## src/rtl/dff_bit_serializer_if.sv

```systemverilog
// Word handshake between the word source and the bit serializer.
interface dff_bit_serializer_if #(
    parameter int WIDTH = 8
);
    logic [WIDTH-1:0] i_data;
    logic             i_valid;
    logic             o_ready;

    // Word source drives data/valid and observes ready.
    modport master (
        output i_data,
        output i_valid,
        input  o_ready
    );

    // Serializer consumes data/valid and drives ready.
    modport slave (
        input  i_data,
        input  i_valid,
        output o_ready
    );
endinterface

```

## src/rtl/dff_bit_serializer.sv

```systemverilog
// Parallel-to-serial transmitter feeding the DFF datapath serial input.
// Words arrive through a valid/ready handshake and leave one bit per clock
// with registered framing strobes and an optional forced idle gap.
module dff_bit_serializer #(
    parameter int WIDTH      = 8,
    parameter bit MSB_FIRST  = 1'b1,
    parameter int GAP_CYCLES = 0
) (
    input  logic                 clk,
    input  logic                 i_rst_n,
    dff_bit_serializer_if.slave  bus,
    output logic                 o_dout,
    output logic                 o_dout_n,
    output logic                 o_frame,
    output logic                 o_last
);

    typedef enum logic [1:0] {
        IDLE,
        SHIFT,
        GAP
    } state_t;

    localparam int               CW       = $clog2(WIDTH + 1);
    localparam logic [CW-1:0]    BIT_LOAD = CW'(WIDTH - 1);
    localparam logic [3:0]       GAP_LOAD = 4'((GAP_CYCLES > 0) ? GAP_CYCLES - 1 : 0);

    state_t           state;
    state_t           next_state;
    logic [WIDTH-1:0] shreg;
    logic [CW-1:0]    bit_cnt;
    logic [3:0]       gap_cnt;
    logic             ready;
    logic             accept;
    logic             last_bit;
    logic             cur_bit;

    // State register.
    always_ff @(posedge clk or negedge i_rst_n) begin
        if (!i_rst_n) begin
            state <= IDLE;
        end else begin
            state <= next_state;
        end
    end

    // Next-state: a word ends on the bit with counter 0; a same-cycle accept
    // chains straight into the next word without a bubble.
    always_comb begin
        next_state = state;
        case (state)
            IDLE: begin
                if (accept) begin
                    next_state = SHIFT;
                end
            end
            SHIFT: begin
                if (last_bit) begin
                    if (accept) begin
                        next_state = SHIFT;
                    end else if (GAP_CYCLES > 0) begin
                        next_state = GAP;
                    end else begin
                        next_state = IDLE;
                    end
                end
            end
            GAP: begin
                if (gap_cnt == '0) begin
                    next_state = IDLE;
                end
            end
            default: next_state = IDLE;
        endcase
    end

    // Handshake and bit-select decode; ready is held low during reset.
    always_comb begin
        last_bit = (state == SHIFT) && (bit_cnt == '0);
        ready    = 1'b0;
        case (state)
            IDLE:    ready = 1'b1;
            SHIFT:   ready = last_bit && (GAP_CYCLES == 0);
            default: ready = 1'b0;
        endcase
        if (!i_rst_n) begin
            ready = 1'b0;
        end
        accept  = bus.i_valid && ready;
        cur_bit = MSB_FIRST ? shreg[WIDTH-1] : shreg[0];
    end

    assign bus.o_ready = ready;

    // Shift register, bit counter and gap counter.
    always_ff @(posedge clk or negedge i_rst_n) begin
        if (!i_rst_n) begin
            shreg   <= '0;
            bit_cnt <= '0;
            gap_cnt <= '0;
        end else begin
            if (accept) begin
                shreg   <= bus.i_data;
                bit_cnt <= BIT_LOAD;
            end else if (state == SHIFT) begin
                shreg <= MSB_FIRST ? (shreg << 1) : (shreg >> 1);
                if (bit_cnt != '0) begin
                    bit_cnt <= bit_cnt - CW'(1);
                end
            end

            if ((state == SHIFT) && last_bit && !accept && (GAP_CYCLES > 0)) begin
                gap_cnt <= GAP_LOAD;
            end else if ((state == GAP) && (gap_cnt != '0)) begin
                gap_cnt <= gap_cnt - 4'd1;
            end
        end
    end

    // Registered serial outputs; the bit sent is the one selected in SHIFT.
    always_ff @(posedge clk or negedge i_rst_n) begin
        if (!i_rst_n) begin
            o_dout   <= 1'b0;
            o_dout_n <= 1'b1;
            o_frame  <= 1'b0;
            o_last   <= 1'b0;
        end else if (state == SHIFT) begin
            o_dout   <= cur_bit;
            o_dout_n <= ~cur_bit;
            o_frame  <= 1'b1;
            o_last   <= last_bit;
        end else begin
            o_dout   <= 1'b0;
            o_dout_n <= 1'b1;
            o_frame  <= 1'b0;
            o_last   <= 1'b0;
        end
    end

endmodule

```

## src/flat_wrapper.sv

```systemverilog
// flat-port wrapper written by rule: the top's interface ports become plain ports
module dff_bit_serializer_flat 
#(
    parameter int WIDTH      = 8,
    parameter bit MSB_FIRST  = 1'b1,
    parameter int GAP_CYCLES = 0
)
  (clk, i_rst_n, o_dout, o_dout_n, o_frame, o_last, bus_i_data, bus_i_valid, bus_o_ready);
  dff_bit_serializer_if #(.WIDTH(WIDTH)) bus_i ();
  input  logic clk;
  input  logic i_rst_n;
  output logic o_dout;
  output logic o_dout_n;
  output logic o_frame;
  output logic o_last;
  input wire logic [$bits(bus_i.i_data)-1:0] bus_i_data;
  input wire logic [$bits(bus_i.i_valid)-1:0] bus_i_valid;
  output wire logic [$bits(bus_i.o_ready)-1:0] bus_o_ready;
  assign bus_i.i_data = bus_i_data;
  assign bus_i.i_valid = bus_i_valid;
  assign bus_o_ready = bus_i.o_ready;
  dff_bit_serializer #(.WIDTH(WIDTH), .MSB_FIRST(MSB_FIRST), .GAP_CYCLES(GAP_CYCLES)) u_core (.clk(clk), .i_rst_n(i_rst_n), .bus(bus_i), .o_dout(o_dout), .o_dout_n(o_dout_n), .o_frame(o_frame), .o_last(o_last));
endmodule
```

## config.mk

```make
export PLATFORM = sky130hd
export DESIGN_NAME = dff_bit_serializer_flat
export DESIGN_NICKNAME = d
export VERILOG_FILES = /design/src/rtl/dff_bit_serializer_if.sv /design/src/rtl/dff_bit_serializer.sv /design/src/flat_wrapper.sv
export SDC_FILE = /design/constraint.sdc
export NUM_CORES = 1
export LEC_CHECK = 0
export CAP_MARGIN = 20
export CORE_UTILIZATION = 51
export DETAILED_ROUTE_END_ITERATION = 10
export GPL_ROUTABILITY_DRIVEN = 0
export PLACE_DENSITY = 0.83
export SETUP_SLACK_MARGIN = 0.05
export SLEW_MARGIN = 20
export SYNTH_ARGS = -nofsm -noshare
export SYNTH_HDL_FRONTEND = slang
export SYNTH_SLANG_ARGS = --single-unit
```

## constraint.sdc

```tcl
create_clock -name clk -period 2.8 [get_ports clk]
set_input_delay 0.56 -clock clk [delete_from_list [all_inputs] [get_ports clk]]
set_output_delay 0.56 -clock clk [all_outputs]
set_load 0.005 [all_outputs]
```

After elaboration in Yosys (flattened, before gate mapping)
Index checks and enable logic that the tools add are counted.
Storage, ports and cells
  register bits: 22
  logic and storage cells: 44
  output and inout bits: 5
  bits of input ports: 11
Cells by class
  reduce and logical (&&, ||, !) cells: 12
  mux-type cells: 16
  bitwise logic cells: 1
  eq/ne operators: 5
  add/sub/neg operators: 2
Operators by type and width (number)
  two-way mux 8 bit: 2
  two-way mux 4 bit: 3
  logical NOT 4 bit: 2
  nonzero test 4 bit: 2
  subtractor 4 x 1 -> 4 bit (second input constant): 2
  two-way mux 1 bit: 6
  two-way mux 2 bit: 3
  != test 2 x 1 -> 1 bit (second input constant): 3
  one-hot mux 2 bit (3 select lines): 1
  nonzero test 2 bit: 2
  logical AND 1 bit: 3
  AND reduction 3 bit: 1
  equality test 2 x 1 -> 1 bit (second input constant): 1
  equality test 2 bit (second input constant): 1
  logical NOT 2 bit: 1
  one-hot mux 1 bit (2 select lines): 1
  AND reduction 2 bit: 1
  NOT 1 bit: 1

Depth between registers and ports, before layout
  depth after elaboration: 8
  mapped depth: 5
  mapped depth without buffers: 5

Least setup slack after synthesis
Ideal clock, no wire load.
  path kind: reg-to-output
  from: register u_core.bit_cnt[0]
  to: output port bus_o_ready
  slack: 0.917 ns
  stages on the path, launching flop included: 6
  arrival time: 1.323 ns
  cell sequence: dfrtp_1 > inv_1 > ha_1 > or3b_4 > nand2_1 > and2_1
On the way
  longest elaborated chain between the ends: 4
RTL lines
  start, declared: RTL line dff_bit_serializer.sv:31  | logic [CW-1:0] bit_cnt;
  start signal, assigned: RTL line dff_bit_serializer.sv:108  | bit_cnt <= bit_cnt - CW'(1);
  logical NOT 4 bit: RTL line dff_bit_serializer.sv:79  | last_bit = (state == SHIFT) && (bit_cnt == '0);
  logical AND 1 bit: RTL line dff_bit_serializer.sv:79
  one-hot mux 1 bit (2 select lines): RTL line dff_bit_serializer.sv:81  | case (state)
  two-way mux 1 bit: RTL line dff_bit_serializer.sv:86  | if (!i_rst_n) begin
  end, declared: RTL line flat_wrapper.sv:18  | output wire logic [$bits(bus_i.o_ready)-1:0] bus_o_ready;
No other way between the ends.

Worst setup path after layout
  from: register u_core.bit_cnt[1]
  to: output port bus_o_ready
Same word-level chain as after synthesis.

==> flow_summary_export.csv <==
group,metric,value,unit
run_status,outcome,"complete, no violations",
floorplan,core,0.00135,mm2
synthesis,yosysSeqAreaShare,0.560,
place,dp_cells,96,
synthesis,syn-instance-count,66,
global_routing,antenna_found_initial,0,
route,routed_wl,1410,um
global_routing,grt-ovfl-total,0,
synthesis,ys_seq_elements,17,
setup_path,crit_required,2240,ps
layout,seq_area,427,um2
layout,area_growth,30.0,%
route,post_drt_wl_per_cell,13.9,um
sta,setup_viol,0,
synthesis,synth_top_area_share,0.525,
power_and_ir_drop,combPwrFrac,0.431,
clock_tree,clk_latency,280,ps
setup_path,startpoint_type,"register",
floorplan,die_y,40.7,um
power_and_ir_drop,total_power,1.03,mW
floorplan,rows,13,
power_and_ir_drop,p_leak,0.420,nW
layout,final_layout_size_suffix_gt1_frac,0.233,
route,drt_iter0_drc,4,
layout,final_common_cell,"dfrtp_1",
setup_path,crit_type,"reg -> out",
layout,nFillCells,104,
sta,tns,0,ps
clock_tree,clock_sinks,17,
floorplan,ios,16,
clock_tree,cts_tree,"built",
clock_tree,cts_max_level,1,
sta,slew_headroom,0.679,
sta,fin_ws,146,ps
setup_path,cp-end-kind,"primary output",
route,vias,557,
place,placed_cell_area,937,um2
power_and_ir_drop,ir_worst_vdd,681,uV
power_and_ir_drop,cellPowerDensity,1040,mW/mm2
clock_tree,cts_buffer_depth,2,
floorplan,start_util,0.564,
synthesis,yosysTopAreaCell,"dfrtp_1",
clock_tree,cts-root-buf,"clkbuf_4",
global_routing,grt_pass1_vias,469,
sta,fmax,377,MHz
route,ant_nets,0,
synthesis,yosysWarnings,0,
synthesis,syn_avg_cell_area,11.5,um2
clock_tree,hold_buffers,0,
place,dp_slack,330,ps
power_and_ir_drop,clockPowerShare,0.125,
sta,final_hold_viol_count,0,
synthesis,synth_area_leaders,"dfrtp_1 (53%), o221a_2 (10%), or3_1 (5.7%)",
layout,final_nets,99,
sta,rsz0062_at_grt,"false",
place,port_buffers,15,
layout,final_cells,101,
synthesis,synth_nets,78,
synthesis,synth_cell_types,25,
layout,final_cell_mix,"dfrtp_1 (16), clkdlybuf4s50_1 (15), or3_1 (7), o221a_2 (7), nor2_1 (5)",
route,drc,0,
power_and_ir_drop,p_sw,343,uW
global_routing,grt_pass1_wl,2110,um
route,dr.pass1.iters,2,
sta,whs,451,ps
clock_tree,clk_pin_slew_worst_paths,90,ps
layout,fin_area,991,um2
sta,drv_slew,0,
sta,worst_slew_pin_slew,478,ps
layout,insertedDiodeCount,0,
synthesis,syn_area,762,um2
sta,fin_crit_sh,0.948,
power_and_ir_drop,internal_power,690,uW
layout,final_util,0.734,
route,vias_per_cell,5.51,
setup_path,worstPathMaxFanout,5,
run,maxCapViolCount,0,
setup_path,arrival,2090,ps
floorplan,die-area,0.00165,mm2
floorplan,die_w,40.7,um
sta,finClkSkew,2.04,ps
place,hpwl,987,um
power_and_ir_drop,power.share.switching,0.332,
global_routing,grt_max_degree,19,
hold_path,hold_path.class,"in -> async",
layout,multi_input_area,332,um2
sta,min_period,2650,ps
power_and_ir_drop,p_seq_frac,0.444,
global_routing,grtUsageTotal,0.207,
setup_path,reg2reg_depth,5,
clock_tree,cts_buffers,3,
## state kept, by name, summed over array words and instances, names as in the netlist
register,flops
u_core.bit_cnt,4
u_core.o_dout,1
u_core.o_dout_n,1
u_core.o_frame,1
u_core.o_last,1
u_core.shreg,8
u_core.state,1
## synthesized netlist by cell type (all sizes together)
cell type   n
nor2        5
a32oi       1
dfrtp      16
or3         7
o22ai       1
o21ai       3
nand2       4
or3b        1
and2        3
o221a       7
and2b       1
mux2i       2
inv         4
a31o        1
clkbuf      1
buf         1
nand2b      1
a21oi       1
nor3        2
ha          1
nor3b       1
dfstp       1
and3        1
## power groups by stage
| stage | Combinational (mW) | Clock (mW) | Sequential (mW) |
|---|---|---|---|
| after floorplan | 0.303 | 0 | 0.426 |
| after global placement | 0.403 | 0 | 0.455 |
| after detailed placement | 0.413 | 0 | 0.458 |
| after CTS | 0.418 | 0.133 | 0.454 |
| after global routing | 0.501 | 0.143 | 0.474 |
| final | 0.446 | 0.129 | 0.459 |
## logic make-up after synthesis
kind of cell | after synthesis | synth area share
AO/OA/AOI/OAI | 14 | 0.176
adder cells (fa/ha/maj) | 1 | 0.0164
buffers and inverters | 6 | 0.0312
flip-flops | 17 | 0.560
multiplexers | 2 | 0.0263
AND/OR/NAND/NOR | 26 | 0.190
## per-layer routing
metal | GRT usage | routed length, um
met1 | 0.283 | 725
met2 | 0.282 | 609
met3 | 0.0652 | 58
met4 | 0.125 | 12
met5 | 0 | 0
## critical path, stage by stage, from the launching register on
cell	delay [ps]
dfrtp_1	400
inv_1	100
ha_4	150
or3b_4	420
nand2_4	110
and2_1	130
clkdlybuf4s50_1	490
## area by class of cell
class                      count  area share
sequential                    17       0.431
multi-input combinational     43       0.335
timing repair buffer          18       0.174
clock buffer                   4      0.0265
tap                           15      0.0189
inverter                       4      0.0152
## path summary, 6_finish.rpt
check	startpoint	end	slack, ps
worst max-delay path	u_core.bit_cnt[1]$_DFFE_PN0P_	bus_o_ready	150
worst min-delay path	i_rst_n	u_core.bit_cnt[1]$_DFFE_PN0P_	450
worst max register to register	u_core.bit_cnt[1]$_DFFE_PN0P_	u_core.shreg[2]$_DFFE_PN0P_	1160
worst min register to register	u_core.shreg[7]$_DFFE_PN0P_	u_core.o_dout_n$_DFF_PN1_	530
max in group asynchronous	i_rst_n	u_core.o_dout_n$_DFF_PN1_	1840
min in group clk	u_core.shreg[7]$_DFFE_PN0P_	u_core.o_dout_n$_DFF_PN1_	530
## repair_timing
| action | CTS | global route |
|---|---|---|
| resized for setup | 1 | 4 |
| endpoints found under the hold margin | 0 | 0 |
| pin swaps | 0 | 1 |
| buffers inserted | 0 | 1 |
| setup endpoints to repair | 1 | 1 |
Power figures use the tool's default switching activity.
